**src/rtl/div_pkg.sv**
```systemverilog
`default_nettype none
// ============================================================================
// Module   : div_pkg
// Purpose  : Shared types and helpers for the sequential restoring divider:
//            controller state encoding and iteration-counter width.
// Revision : 1.0 - initial release
// ============================================================================
package div_pkg;

  // Width of the controller state register
  localparam int STATE_W = 3;

  // Controller states; FIXUP is only visited in the signed build
  typedef enum logic [STATE_W-1:0] {
    IDLE  = 3'd0,
    CHECK = 3'd1,
    CALC  = 3'd2,
    FIXUP = 3'd3,
    DONE  = 3'd4
  } state_e;

  // Counter width able to hold 0..width
  function automatic int calc_cnt_w(input int width);
    return $clog2(width + 1);
  endfunction

endpackage
`default_nettype wire

```
**src/rtl/restoring_div_ctrl.sv**
```systemverilog
`default_nettype none
// ============================================================================
// Module   : restoring_div_ctrl
// Purpose  : Controller for the restoring divider. Owns the state machine,
//            the iteration counter and the valid/ready handshakes, and drives
//            one-cycle strobes that steer the datapath in the top level.
//            Optional signed support: RESTORING_DIVIDER_SIGNED_EN.
// Revision : 1.0 - initial release
// ============================================================================
module restoring_div_ctrl
  import div_pkg::*;
#(
  parameter int WIDTH = 8
) (
  input  logic clk,
  input  logic rst,
  input  logic in_valid,
  input  logic out_ready,
  input  logic m_zero,
  input  logic q_zero,
`ifdef RESTORING_DIVIDER_SIGNED_EN
  input  logic ovf_case,
  output logic chk_ovf,
  output logic fixup,
`endif
  output logic in_ready,
  output logic out_valid,
  output logic busy,
  output logic load,
  output logic chk_dbz,
  output logic chk_zero,
  output logic calc_start,
  output logic step,
  output logic latch
);

  localparam int CNT_W = calc_cnt_w(WIDTH);
  localparam logic [CNT_W-1:0] LAST_ITER = CNT_W'(WIDTH - 1);

  state_e           state_q, state_d;
  logic [CNT_W-1:0] cnt_q, cnt_d;
  logic             in_ready_q, in_ready_d;
  logic             out_valid_q, out_valid_d;
  logic             busy_q, busy_d;

  assign in_ready  = in_ready_q;
  assign out_valid = out_valid_q;
  assign busy      = busy_q;

  // Next-state, counter and datapath strobe decode
  always_comb begin
    state_d    = state_q;
    cnt_d      = cnt_q;
    load       = 1'b0;
    chk_dbz    = 1'b0;
    chk_zero   = 1'b0;
    calc_start = 1'b0;
    step       = 1'b0;
    latch      = 1'b0;
`ifdef RESTORING_DIVIDER_SIGNED_EN
    chk_ovf    = 1'b0;
    fixup      = 1'b0;
`endif
    case (state_q)
      IDLE: begin
        if (in_valid && in_ready_q) begin
          load    = 1'b1;
          state_d = CHECK;
        end
      end
      CHECK: begin
        // Zero divisor outranks every other early exit
        if (m_zero) begin
          chk_dbz = 1'b1;
          state_d = DONE;
`ifdef RESTORING_DIVIDER_SIGNED_EN
        end else if (ovf_case) begin
          chk_ovf = 1'b1;
          state_d = DONE;
`endif
        end else if (q_zero) begin
          chk_zero = 1'b1;
          state_d  = DONE;
        end else begin
          calc_start = 1'b1;
          cnt_d      = '0;
          state_d    = CALC;
        end
      end
      CALC: begin
        step  = 1'b1;
        cnt_d = cnt_q + CNT_W'(1);
        if (cnt_q == LAST_ITER) begin
          latch = 1'b1;
`ifdef RESTORING_DIVIDER_SIGNED_EN
          state_d = FIXUP;
`else
          state_d = DONE;
`endif
        end
      end
`ifdef RESTORING_DIVIDER_SIGNED_EN
      FIXUP: begin
        fixup   = 1'b1;
        state_d = DONE;
      end
`endif
      DONE: begin
        if (out_ready) state_d = IDLE;
      end
      default: state_d = IDLE;
    endcase
    in_ready_d  = (state_d == IDLE);
    out_valid_d = (state_d == DONE);
    busy_d      = (state_d != IDLE);
  end

  // State, counter and registered handshake outputs; reset abandons any op
  always_ff @(posedge clk) begin
    if (rst) begin
      state_q     <= IDLE;
      cnt_q       <= '0;
      in_ready_q  <= 1'b1;
      out_valid_q <= 1'b0;
      busy_q      <= 1'b0;
    end else begin
      state_q     <= state_d;
      cnt_q       <= cnt_d;
      in_ready_q  <= in_ready_d;
      out_valid_q <= out_valid_d;
      busy_q      <= busy_d;
    end
  end

endmodule
`default_nettype wire

```
**src/rtl/restoring_divider_seq.sv**
```systemverilog
`default_nettype none
// ============================================================================
// Module   : restoring_divider_seq
// Purpose  : Sequential restoring divider, one quotient bit per clock, with
//            valid/ready handshakes and early exit on zero operands. Holds the
//            A/Q/M registers, the trial subtractor and the result registers.
//            Optional signed support: RESTORING_DIVIDER_SIGNED_EN.
// Revision : 1.0 - initial release
// ============================================================================
module restoring_divider_seq
  import div_pkg::*;
#(
  parameter int WIDTH = 8
) (
  input  logic             clk,
  input  logic             rst,
  input  logic             in_valid,
  output logic             in_ready,
  input  logic [WIDTH-1:0] dividend,
  input  logic [WIDTH-1:0] divisor,
  output logic             out_valid,
  input  logic             out_ready,
  output logic [WIDTH-1:0] quotient,
  output logic [WIDTH-1:0] remainder,
  output logic             div_by_zero,
`ifdef RESTORING_DIVIDER_SIGNED_EN
  input  logic             is_signed,
  output logic             overflow,
`endif
  output logic             busy
);

  logic [WIDTH:0]   a_q, a_d;
  logic [WIDTH-1:0] q_q, q_d;
  logic [WIDTH-1:0] m_q, m_d;
  logic [WIDTH-1:0] quotient_q, quotient_d;
  logic [WIDTH-1:0] remainder_q, remainder_d;
  logic             dbz_q, dbz_d;

  logic load, chk_dbz, chk_zero, calc_start, step, latch;

  // The shifted partial remainder is formed one bit wider than A. A's top bit
  // never sets (the partial remainder stays below M), so the extra bit only
  // carries the borrow and matches D[WIDTH] of the WIDTH+1-bit difference.
  logic [WIDTH+1:0] w_s;
  logic [WIDTH+1:0] w_diff;
  logic             w_neg;
  logic [WIDTH:0]   w_a_next;
  logic [WIDTH-1:0] w_q_next;

  assign w_s      = {a_q, q_q[WIDTH-1]};
  assign w_diff   = w_s - {2'b00, m_q};
  assign w_neg    = w_diff[WIDTH+1];
  assign w_a_next = w_neg ? w_s[WIDTH:0] : w_diff[WIDTH:0];
  assign w_q_next = {q_q[WIDTH-2:0], ~w_neg};

  assign quotient    = quotient_q;
  assign remainder   = remainder_q;
  assign div_by_zero = dbz_q;

`ifdef RESTORING_DIVIDER_SIGNED_EN
  localparam logic [WIDTH-1:0] MOST_NEG = {1'b1, {(WIDTH-1){1'b0}}};

  logic sgn_q, sgn_d;
  logic neg_quot_q, neg_quot_d;
  logic neg_rem_q, neg_rem_d;
  logic ovf_q, ovf_d;
  logic chk_ovf, fixup;
  logic w_ovf_case;

  assign w_ovf_case = sgn_q && (q_q == MOST_NEG) && (m_q == '1);
  assign overflow   = ovf_q;
`endif

  restoring_div_ctrl #(
    .WIDTH (WIDTH)
  ) u_ctrl (
    .clk        (clk),
    .rst        (rst),
    .in_valid   (in_valid),
    .out_ready  (out_ready),
    .m_zero     (m_q == '0),
    .q_zero     (q_q == '0),
`ifdef RESTORING_DIVIDER_SIGNED_EN
    .ovf_case   (w_ovf_case),
    .chk_ovf    (chk_ovf),
    .fixup      (fixup),
`endif
    .in_ready   (in_ready),
    .out_valid  (out_valid),
    .busy       (busy),
    .load       (load),
    .chk_dbz    (chk_dbz),
    .chk_zero   (chk_zero),
    .calc_start (calc_start),
    .step       (step),
    .latch      (latch)
  );

  // Datapath next-state: operand load, early-exit results, iteration, latch
  always_comb begin
    a_d         = a_q;
    q_d         = q_q;
    m_d         = m_q;
    quotient_d  = quotient_q;
    remainder_d = remainder_q;
    dbz_d       = dbz_q;
`ifdef RESTORING_DIVIDER_SIGNED_EN
    sgn_d       = sgn_q;
    neg_quot_d  = neg_quot_q;
    neg_rem_d   = neg_rem_q;
    ovf_d       = ovf_q;
`endif
    if (load) begin
      q_d = dividend;
      m_d = divisor;
      a_d = '0;
`ifdef RESTORING_DIVIDER_SIGNED_EN
      sgn_d = is_signed;
`endif
    end
    // Q still holds the raw dividend here, so it is the remainder as-is
    if (chk_dbz) begin
      quotient_d  = '1;
      remainder_d = q_q;
      dbz_d       = 1'b1;
`ifdef RESTORING_DIVIDER_SIGNED_EN
      ovf_d       = 1'b0;
`endif
    end
    if (chk_zero) begin
      quotient_d  = '0;
      remainder_d = '0;
      dbz_d       = 1'b0;
`ifdef RESTORING_DIVIDER_SIGNED_EN
      ovf_d       = 1'b0;
`endif
    end
    if (calc_start) begin
      dbz_d = 1'b0;
`ifdef RESTORING_DIVIDER_SIGNED_EN
      ovf_d      = 1'b0;
      q_d        = (sgn_q && q_q[WIDTH-1]) ? -q_q : q_q;
      m_d        = (sgn_q && m_q[WIDTH-1]) ? -m_q : m_q;
      neg_quot_d = sgn_q && (q_q[WIDTH-1] ^ m_q[WIDTH-1]);
      neg_rem_d  = sgn_q && q_q[WIDTH-1];
`endif
    end
    if (step) begin
      a_d = w_a_next;
      q_d = w_q_next;
    end
    if (latch) begin
      quotient_d  = w_q_next;
      remainder_d = w_a_next[WIDTH-1:0];
    end
`ifdef RESTORING_DIVIDER_SIGNED_EN
    if (chk_ovf) begin
      quotient_d  = MOST_NEG;
      remainder_d = '0;
      dbz_d       = 1'b0;
      ovf_d       = 1'b1;
    end
    // Truncating division: quotient sign from both operands, remainder
    // follows the dividend
    if (fixup) begin
      quotient_d  = neg_quot_q ? -quotient_q : quotient_q;
      remainder_d = neg_rem_q ? -remainder_q : remainder_q;
    end
`endif
  end

  // Datapath and result registers
  always_ff @(posedge clk) begin
    if (rst) begin
      a_q         <= '0;
      q_q         <= '0;
      m_q         <= '0;
      quotient_q  <= '0;
      remainder_q <= '0;
      dbz_q       <= 1'b0;
`ifdef RESTORING_DIVIDER_SIGNED_EN
      sgn_q       <= 1'b0;
      neg_quot_q  <= 1'b0;
      neg_rem_q   <= 1'b0;
      ovf_q       <= 1'b0;
`endif
    end else begin
      a_q         <= a_d;
      q_q         <= q_d;
      m_q         <= m_d;
      quotient_q  <= quotient_d;
      remainder_q <= remainder_d;
      dbz_q       <= dbz_d;
`ifdef RESTORING_DIVIDER_SIGNED_EN
      sgn_q       <= sgn_d;
      neg_quot_q  <= neg_quot_d;
      neg_rem_q   <= neg_rem_d;
      ovf_q       <= ovf_d;
`endif
    end
  end

endmodule
`default_nettype wire

```
**config.mk**
```make
export PLATFORM = sky130hd
export DESIGN_NAME = restoring_divider_seq
export DESIGN_NICKNAME = d
export VERILOG_FILES = /design/src/rtl/div_pkg.sv /design/src/rtl/restoring_div_ctrl.sv /design/src/rtl/restoring_divider_seq.sv
export SDC_FILE = /design/constraint.sdc
export NUM_CORES = 1
export LEC_CHECK = 0
export CORE_AREA = 2 2 91 93
export CTS_CLUSTER_SIZE = 25
export DETAILED_ROUTE_END_ITERATION = 12
export DIE_AREA = 0 0 93 95
export DONT_BUFFER_PORTS = 1
export GPL_TIMING_DRIVEN = 0
export PLACE_DENSITY = 0.6
export SLEW_MARGIN = 20
export SYNTH_ARGS = -nofsm -noshare
export SYNTH_HDL_FRONTEND = slang
export SYNTH_SLANG_ARGS = --single-unit
```
**constraint.sdc**
```tcl
create_clock -name clk -period 3.2 [get_ports clk]
set_input_delay 0.64 -clock clk [delete_from_list [all_inputs] [get_ports clk]]
set_output_delay 0.64 -clock clk [all_outputs]
set_load 0.02 [all_outputs]
```
==> impl_metrics.env <==
export IMPL_status="completed"
export IMPL_netSwitchingPower_uw=674
export IMPL_min_path_type="in -> reg"
export IMPL_track_usage_pct=17.1
export IMPL_finalCritPeriodShare_pct=81.5
export IMPL_first_iter_violations=212
export IMPL_slew_headroom_pct=31.9
export IMPL_p_total_mw=1.75
export IMPL_fp_dieArea_mm2=0.00884
export IMPL_p_leak_nw=1.01
export IMPL_cts_htree_levels=2
export IMPL_finalCriticalPeriod_ps=2610
export IMPL_crit_type="reg -> reg"
export IMPL_start_util_pct=33.8
export IMPL_fp_dieW_um=93
export IMPL_layoutNonFillerInstCount=438
export IMPL_cp_end_kind="register"
export IMPL_clock_path_buffers=2
export IMPL_pwr_share_clk_pct=23.2
export IMPL_reg2reg_to="remainder[4]$_SDFFE_PP0P_"
export IMPL_placed_cells=430
export IMPL_worstSkewPairLatency_ps=320
export IMPL_fp_coreArea_mm2=0.00793
export IMPL_antenna_found_initial=0
export IMPL_cts_buffers=5
export IMPL_area_growth_pct=8.50
export IMPL_mostFrequentLayoutCells="dfxtp_1 (52), nand2_1 (38), a21oi_1 (35), nor2_1 (29), nand3_1 (19)"
export IMPL_hpwl_um=5560
export IMPL_power_density_mw_per_mm2=602
export IMPL_critPathRequiredTime_ps=3390
export IMPL_grt_pass1_vias=2341
export IMPL_r2r_cells=9
export IMPL_wire_per_inst_um=16.5
export IMPL_regToRegSetupSlack_ps=590
export IMPL_crit_path_top_delay_cell="dfxtp_1"
export IMPL_syn_avg_cell_area_um2=8.25
export IMPL_final_max_slew_viol_count=0
export IMPL_num_rows=33
export IMPL_skew_ps=10.9
export IMPL_ys_seq_area_share_pct=38.8
export IMPL_gp_congestion=0.875
export IMPL_max_freq_mhz=384
export IMPL_crit_buf_inv=2
export IMPL_grt_pass1_wl_um=12000
export IMPL_synth_nets=355
export IMPL_synth_ff_type="dfxtp_1"
export IMPL_syn_area_mm2=0.00268
export IMPL_crit_family="compound AO/OA/AOI/OAI gates"
export IMPL_dr_pass1_iters=4
export IMPL_ios=40
export IMPL_crit_cells=9
export IMPL_seqPwrFrac_pct=44.7
export IMPL_cts_root_buf="clkbuf_8"
export IMPL_clk_pin_slew_worst_paths_ps=100
export IMPL_crit_chain="ha_1 > nor2b_1 > o2111a_1 > o311a_4 > or3_1 > buf_2 > buf_2 > nand3_1 > o221ai_1"
export IMPL_rsz0062_at_grt="no"
export IMPL_cts_sinks=52
export IMPL_async_flop_share_pct=0
export IMPL_r2r_start="a_q[0]$_SDFFE_PP0P_"
export IMPL_antenna_cells=0
export IMPL_crit_fanout=10
export IMPL_peakVddDrop_v=0.000214
export IMPL_worstPathArrival_ps=2790
export IMPL_cts_resized_gates=0
export IMPL_crit_top_cell="buf_2"
export IMPL_holdBufCountCts=0
export IMPL_post_cts_buffers=0
export IMPL_final_nets=362
export IMPL_grt_max_degree=19
export IMPL_postSynthRegisterBits=52
export IMPL_swShare_pct=38.5
export IMPL_worst_pin_slew_ps=1010
export IMPL_tritoncts="built"
export IMPL_finalSetupViolations=0
export IMPL_start_kind="register"
export IMPL_combPwrFrac_pct=32.1
export IMPL_grt_ovfl_total=0
export IMPL_drive_above_1_share_pct=6.01
export IMPL_synth_cells=325
export IMPL_final_common_cell="dfxtp_1"
export IMPL_power_internal_mw=1.08
export IMPL_cp_startpoint="a_q[0]$_SDFFE_PP0P_"
export IMPL_viasPerCell=5.60
export IMPL_yosysUniqueCellTypes=54
export IMPL_final_hold_viol_count=0
export IMPL_die_h_um=95
export IMPL_remaining_drc_errors=0
export IMPL_vias=2454
export IMPL_setup_tns_ps=0
export IMPL_max_cap_violations=0
export IMPL_max_stage_delay_ps=480
export IMPL_synth_edf_count=0
export IMPL_numPortBuffers=0
export IMPL_wirelength_um=7250
export IMPL_antenna_left=0
export IMPL_synth_warnings=0
export IMPL_worstSetupEndpoint="remainder[4]$_SDFFE_PP0P_"
layout make-up:
| cell class | instances | area [um2] |
|---|---|---|
| clock buffer | 5 | 68.8 |
| tap | 105 | 131 |
| sequential | 52 | 1040 |
| fill | 869 | 5020 |
| multi-input combinational | 242 | 1520 |
| clock inverter | 3 | 27.5 |
| inverter | 10 | 37.5 |
| buffer | 21 | 85.1 |
through the flow:
stage | cell area (um2) | utilization [%] | worst slack (ps) | hold slack [ps]
after CTS | 2910 | 36.7 | 616 | 442
after global routing | 2910 | 36.7 | 488 | 459
final | 2910 | 36.7 | 593 | 445
after global placement | 2810 | 35.5 | 670 | 461
after floorplan | 2680 | - | 856 | 444
after detailed placement | 2810 | 35.5 | 619 | 465
power by group through the flow:
stage,clock network [mW],logic (mW),registers [mW]
after floorplan,0,0.434,0.778
final,0.407,0.561,0.783
after detailed placement,0,0.553,0.798
after global routing,0.445,0.624,0.793
after global placement,0,0.551,0.797
after CTS,0.415,0.556,0.782
synthesized netlist by cell type (4+ instances only):
cell | n | area [um2]
dfxtp_1 | 52 | 1040
nand2_1 | 38 | 143
a21oi_1 | 35 | 175
nor2_1 | 29 | 109
nand3_1 | 19 | 95.1
clkbuf_1 | 15 | 56.3
inv_1 | 10 | 37.5
ha_1 | 9 | 113
nand4_1 | 8 | 50.1
nor3_1 | 8 | 40.0
a22oi_1 | 7 | 52.6
nand3b_1 | 7 | 52.6
a21o_1 | 6 | 45.0
a222oi_1 | 6 | 60.1
o21ai_0 | 6 | 30.0
o221ai_1 | 6 | 52.6
buf_2 | 5 | 25.0
o211ai_1 | 4 | 30.0
or4_1 | 4 | 30.0
worst reg2reg max path, cell delays in order, from the launching register on:
cell	delay, ps
dfxtp_1	480
ha_1	280
nor2b_1	160
o2111a_1	270
o311a_4	390
or3_1	300
buf_2	170
buf_2	190
nand3_1	120
o221ai_1	110
registers in the layout (all words and copies together) (netlist names):
signal and cells:
u_ctrl.in_ready 1, div_by_zero 1, u_ctrl.out_valid 1, u_ctrl.state_q 3
remainder 8, u_ctrl.busy 1, a_q 9, u_ctrl.cnt_q 4
quotient 8, m_q 8, q_q 8
cells by family after synthesis:
kind of cell             Yosys count  share of synthesized area [%]
buffers and inverters             31                           4.57
adder cells (fa/ha/maj)           10                           4.95
flip-flops                        52                           38.8
multiplexers                       3                           1.17
XOR/XNOR                           6                           1.96
AND/OR/NAND/NOR                  130                           24.0
AO/OA/AOI/OAI                     93                           24.5
how the worst min path moves through the flow:
stage                   startpoint             endpoint  slack [ps]  cells after the start
4_1_cts                 divisor[5]  m_q[5]$_SDFFE_PP0P_         440                      2
3_3_place_gp   m_q[2]$_SDFFE_PP0P_  m_q[2]$_SDFFE_PP0P_         460                      2
2_1_floorplan  m_q[2]$_SDFFE_PP0P_  m_q[2]$_SDFFE_PP0P_         440                      2
5_1_grt                 divisor[2]  m_q[2]$_SDFFE_PP0P_         460                      2
3_5_place_dp   m_q[7]$_SDFFE_PP0P_  m_q[7]$_SDFFE_PP0P_         460                      2
6_report                divisor[5]  m_q[5]$_SDFFE_PP0P_         450                      2
routing by layer:
metal	wire length, um	GRT usage (%)
met1	3400	23.3
met2	3360	27.2
met4	92	6.13
met3	395	3.19
met5	0	0
Note: power is estimated with default switching activity, not from simulation.
